### src/rtl/it_prog_loader_pkg.sv
// Shared constants, state encodings and the state-to-output decode for the
// program-load sequencer.
package it_prog_loader_pkg;

    localparam int DEF_DW    = 8;
    localparam int DEF_AW    = 5;
    localparam int DEF_DEPTH = 32;
    localparam int LEN_W     = 6;
    localparam logic [LEN_W-1:0] MAX_LEN = LEN_W'(DEF_DEPTH);

    typedef enum logic [3:0] {
        S_IDLE      = 4'd0,
        S_WAIT_BYTE = 4'd1,
        S_SET_ADDR  = 4'd2,
        S_WRITE     = 4'd3,
        S_RD_ADDR   = 4'd4,
        S_RD_SAMPLE = 4'd5,
        S_CHECK     = 4'd6,
        S_RUN       = 4'd7,
        S_FAIL      = 4'd8
    } state_t;

    typedef struct packed {
        logic program_en;
        logic busy;
        logic cpu_reset;
        logic done;
        logic error;
        logic in_ready;
        logic addr_load;
        logic pr_load;
    } flags_t;

    // Moore decode; registered alongside the state so every flag is a flop output.
    function automatic flags_t state_flags(input state_t s);
        flags_t f;
        f            = '0;
        f.program_en = (s >= S_WAIT_BYTE) && (s <= S_CHECK);
        f.busy       = f.program_en;
        f.cpu_reset  = (s != S_RUN);
        f.done       = (s == S_RUN);
        f.error      = (s == S_FAIL);
        f.in_ready   = (s == S_WAIT_BYTE);
        f.addr_load  = (s == S_SET_ADDR) || (s == S_RD_ADDR);
        f.pr_load    = (s == S_WRITE);
        return f;
    endfunction

endpackage

### src/rtl/it_prog_loader.sv
// Program-load sequencer: streams bytes into the CPU program RAM, reads them
// back against a mod-256 checksum, and releases CpuReset only on a match.
//
// state       | meaning
// IDLE        | waiting for Start after reset
// WAIT_BYTE   | InReady high, waiting for a stream byte
// SET_ADDR    | load write address into datapath address register
// WRITE       | write latched byte into RAM
// RD_ADDR     | load read-back address
// RD_SAMPLE   | accumulate RAMout into the verify sum
// CHECK       | compare verify sum with stream checksum
// RUN         | verified, CPU released
// FAIL        | bad length or checksum mismatch, CPU held
module it_prog_loader
    import it_prog_loader_pkg::*;
#(
    parameter int DW    = DEF_DW,
    parameter int AW    = DEF_AW,
    parameter int DEPTH = DEF_DEPTH
) (
    input  logic             Clock,
    input  logic             Reset,
    input  logic             Start,
    input  logic [LEN_W-1:0] Length,
    input  logic             InValid,
    input  logic [DW-1:0]    InData,
    output logic             InReady,
    input  logic [DW-1:0]    RAMout,
    output logic             programEn,
    output logic [AW-1:0]    AddrSel,
    output logic             Addrload,
    output logic             PRload,
    output logic [DW-1:0]    ProgData,
    output logic             CpuReset,
    output logic             Busy,
    output logic             Done,
    output logic             Error,
    output logic [DW-1:0]    Checksum,
    output logic [3:0]       outState
);

    state_t           state;
    flags_t           flg;
    logic [AW-1:0]    index;
    logic [LEN_W-1:0] len;
    logic [DW-1:0]    vsum;
    logic             more;
    logic             start_ok;

    assign more     = (LEN_W'(index) + LEN_W'(1)) < len;
    assign start_ok = (Length != '0) && (Length <= LEN_W'(DEPTH));

    always_ff @(posedge Clock or posedge Reset) begin
        if (Reset) begin
            state    <= S_IDLE;
            flg      <= state_flags(S_IDLE);
            index    <= '0;
            len      <= '0;
            vsum     <= '0;
            Checksum <= '0;
            ProgData <= '0;
            AddrSel  <= '0;
        end else begin
            AddrSel <= '0;
            case (state)
                S_IDLE, S_RUN, S_FAIL: begin
                    if (Start && start_ok) begin
                        index    <= '0;
                        Checksum <= '0;
                        len      <= Length;
                        state    <= S_WAIT_BYTE;
                        flg      <= state_flags(S_WAIT_BYTE);
                    end else if (Start) begin
                        state <= S_FAIL;
                        flg   <= state_flags(S_FAIL);
                    end
                end
                S_WAIT_BYTE: begin
                    if (InValid && flg.in_ready) begin
                        ProgData <= InData;
                        Checksum <= Checksum + InData;
                        AddrSel  <= index;
                        state    <= S_SET_ADDR;
                        flg      <= state_flags(S_SET_ADDR);
                    end
                end
                S_SET_ADDR: begin
                    state <= S_WRITE;
                    flg   <= state_flags(S_WRITE);
                end
                S_WRITE: begin
                    if (more) begin
                        index <= index + AW'(1);
                        state <= S_WAIT_BYTE;
                        flg   <= state_flags(S_WAIT_BYTE);
                    end else begin
                        // AddrSel default of zero is the first read-back address.
                        index <= '0;
                        vsum  <= '0;
                        state <= S_RD_ADDR;
                        flg   <= state_flags(S_RD_ADDR);
                    end
                end
                S_RD_ADDR: begin
                    state <= S_RD_SAMPLE;
                    flg   <= state_flags(S_RD_SAMPLE);
                end
                S_RD_SAMPLE: begin
                    vsum <= vsum + RAMout;
                    if (more) begin
                        index   <= index + AW'(1);
                        AddrSel <= index + AW'(1);
                        state   <= S_RD_ADDR;
                        flg     <= state_flags(S_RD_ADDR);
                    end else begin
                        state <= S_CHECK;
                        flg   <= state_flags(S_CHECK);
                    end
                end
                S_CHECK: begin
                    if (vsum == Checksum) begin
                        state <= S_RUN;
                        flg   <= state_flags(S_RUN);
                    end else begin
                        state <= S_FAIL;
                        flg   <= state_flags(S_FAIL);
                    end
                end
                default: begin
                    state <= S_IDLE;
                    flg   <= state_flags(S_IDLE);
                end
            endcase
        end
    end

    assign outState  = state;
    assign programEn = flg.program_en;
    assign Busy      = flg.busy;
    assign CpuReset  = flg.cpu_reset;
    assign Done      = flg.done;
    assign Error     = flg.error;
    assign InReady   = flg.in_ready;
    assign Addrload  = flg.addr_load;
    assign PRload    = flg.pr_load;

endmodule

### config.mk
export PLATFORM = sky130hd
export DESIGN_NAME = it_prog_loader
export DESIGN_NICKNAME = d
export VERILOG_FILES = /design/src/rtl/it_prog_loader_pkg.sv /design/src/rtl/it_prog_loader.sv
export SDC_FILE = /design/constraint.sdc
export NUM_CORES = 1
export LEC_CHECK = 0
export BUFFER_PORTS_ARGS = -buffer_cell sky130_fd_sc_hd__buf_2
export CORE_ASPECT_RATIO = 0.5
export CORE_MARGIN = 10
export CORE_UTILIZATION = 40
export CTS_CLUSTER_DIAMETER = 30
export DETAILED_ROUTE_END_ITERATION = 10
export PLACE_DENSITY = 0.68
export SYNTH_ARGS = -nofsm -noshare
export SYNTH_HDL_FRONTEND = slang
export SYNTH_SLANG_ARGS = --single-unit
### constraint.sdc
create_clock -name Clock -period 3.06 [get_ports Clock]
set_input_delay 0.612 -clock Clock [delete_from_list [all_inputs] [get_ports Clock]]
set_output_delay 0.612 -clock Clock [all_outputs]
set_load 0.05 [all_outputs]
==> results_dict.tcl <==
set metrics [dict create \
    max_cap_viol_count 0 \
    status "finished, final reports clean" \
    port_buffers 58 \
    rows 22 \
    grt_antenna_before_repair 0 \
    grt_pass1_vias 2424 \
    path_cells "ha_1 > nand3_1 > xnor2_1 > ha_1 > o21ai_0 > a21oi_1 > nand2_1 > and2_1 > mux2_2" \
    synth_largest_area_cell "dfrtp_1" \
    clk_pin_slew_worst_paths_ns 0.07 \
    reg2reg_to "index[0]" \
    r2r_cells 9 \
    cp-end-kind "register" \
    cts_buffer_depth 2 \
    hold_violations 0 \
    cp-start-kind "register" \
    clkLatencyLatePin_ns 0.29 \
    cp_top_family "simple AND/OR/NAND/NOR gates" \
    first_pass_iters 4 \
    p_clk_share_pct 34.5 \
    dp_cells 490 \
    seqCellArea_sq_um 1250 \
    cts_buffers 5 \
    synth_edf_count 0 \
    wl_per_cell_microns 15.2 \
    swShare_pct 29.4 \
    p_switching_uw 545 \
    drt_wl_total_mm 7.59 \
    syn_inst 335 \
    reg2reg_from "index[0]" \
    maxSlewHeadroom_pct 60.4 \
    synth.most_common_cell "nand2_1" \
    die_h_microns 82.6 \
    synth_flop_cell "dfrtp_1" \
    power_frac_seq_pct 42.1 \
    p_int_uw 1310 \
    crit_required_ns 3.24 \
    report.final.slew_viol_count 0 \
    worst-path-buf-inv 0 \
    grt_max_degree 29 \
    setup_viol_count_final 0 \
    crit_top_cell "ha_1" \
    synthTopCellsByArea "dfrtp_1 39%, ha_1 8.0%, nand2_1 7.1%" \
    worstPathMaxFanout 8 \
    nNetsFinal 437 \
    synth_warnings 0 \
    fmax_mhz 379 \
    synthArstFlopShare_pct 100 \
    yosysUniqueCellTypes 58 \
    power_frac_comb_pct 23.5 \
    vias 2552 \
    cpPeakStageDelay_ns 0.44 \
    cts_tree "done" \
    cp_num_cells 9 \
    die_w_microns 145 \
    grt_pass1_wl_mm 12.4 \
    drive_gt1_share_pct 23.6 \
    start_util_pct 42.0 \
    cts_max_level 2 \
    drc_errors 0 \
    final_cells 498 \
    initialDrtViolationCount 161 \
    finalCriticalPeriod_ns 2.64 \
    area_growth_pct 17.0 \
    hold_class "in2async" \
    post-route-period-util_pct 86.3 \
    rrSetupSlack_ns 0.42 \
    syn_nets 383 \
    cts-resized-gates 0 \
    ys_ff_latch 50 \
    synth_commonest_cells "59 x nand2_1, 49 x dfrtp_1, 29 x o21ai_0" \
    tns_ns 0 \
    syn_area_per_cell_sq_um 9.36 \
    multi_input_area_sq_um 1740 \
    num-fill-cells 724 \
    io_pins 59 \
    gp_congestion 0.862 \
    cts-root-buf "clkbuf_16" \
    critPathSlowestCell "dfrtp_1" \
    dieArea_sq_um 12000 \
    synth_top_area_share_pct 39.1 \
    critPathKind "reg2reg" \
    via_per_inst 5.12 \
    holdBufCountCts 0 \
    postCtsSetupBuffers 0 \
    rsz0062_at_grt "false" \
    critPathArrivalTime_ns 2.82 \
    core-area_sq_um 7460 \
    worstMarginPinSlew_ns 0.593 \
    antenna_cells 0 \
    post-dp-hpwl_mm 5.84 \
    p_per_area_nw_per_um2 506 \
    gr-total-overflow 0 \
    clock_sinks 50 \
    syn_area_sq_um 3140 \
    grt.total_usage_pct 12.6 \
    yosysSeqAreaShare_pct 39.9 \
    finClkSkew_ns 0.00184 \
    ir_drop_mv 0.237 \
    p_leak_uw 0.00183 \
    final_antenna_net_count 0 \
]
==> layout make-up <==
class	instances	share of cell area, %
multi-input combinational	256	47.4
sequential	50	34.1
timing repair buffer	62	8.73
tap	108	3.68
clock buffer	5	3.41
inverter	14	1.43
clock inverter	3	1.23
==> power by group through the flow <==
stage	combinational (uW)	clock [uW]	sequential, uW
floorplan	352	0	772
global placement	429	0	792
detailed placement	433	0	794
CTS	436	652	781
global route	494	679	791
finish	435	640	781
==> metrics by stage <==
step           setup WS (ns)  util (%)  area [sq um]  hold WS [ns]  total power (uW)
2_1_floorplan          0.845         -          3140         0.458              1120
3_3_place_gp           0.611      46.9          3500         0.453              1220
3_5_place_dp           0.525      46.9          3500         0.461              1230
4_1_cts                0.465      49.2          3670         0.404              1870
5_1_grt                0.151      49.2          3670         0.429              1960
6_report               0.419      49.2          3670         0.382              1860
==> cell usage in the layout (no fill, tap or decap), types with 10 or more instances in the layout <==
cell type / instances
dfrtp_1: 49
o21ai_0: 29
inv_1: 13
ha_1: 20
a21oi_1: 16
xor2_1: 14
nand3_1: 10
buf_2: 58
nor2_1: 10
nand2_1: 59
==> worst max path at each step <==
stage | from | endpoint
6_report | index[0] | index[0]
5_1_grt | index[0] | AddrSel[2]
4_1_cts | index[0] | index[0]
3_5_place_dp | index[0] | AddrSel[2]
3_3_place_gp | index[0] | AddrSel[2]
2_1_floorplan | index[0] | index[0]
==> cells by family after synthesis <==
| kind of cell | count (synthesis) | synth area share [%] |
|---|---|---|
| and+or+nand+nor | 113 | 18.1 |
| AOI/OAI and AO/OA | 92 | 19.3 |
| DFF | 50 | 39.9 |
| buffers and inverters | 29 | 4.63 |
| adders and majority gates | 22 | 9.25 |
| xor gates and xnor gates | 21 | 5.86 |
| muxes | 8 | 2.83 |
==> registers in the layout, indices dropped and copies added, names as in the netlist, 4 cells and up <==
signal and cells:
AddrSel 5, ProgData 8, vsum 8, len 6, outState 4, Checksum 8
index 5
==> layer usage <==
layer  share of wire [%]  routed length (microns)  GRT usage, %
met1                  51                     3840          17.1
met2                  44                     3330          19.8
met3                 4.4                      335          2.98
met4                 1.1                       80          3.51
met5                   0                        0             0
Note: power is estimated with default switching activity, not from simulation.
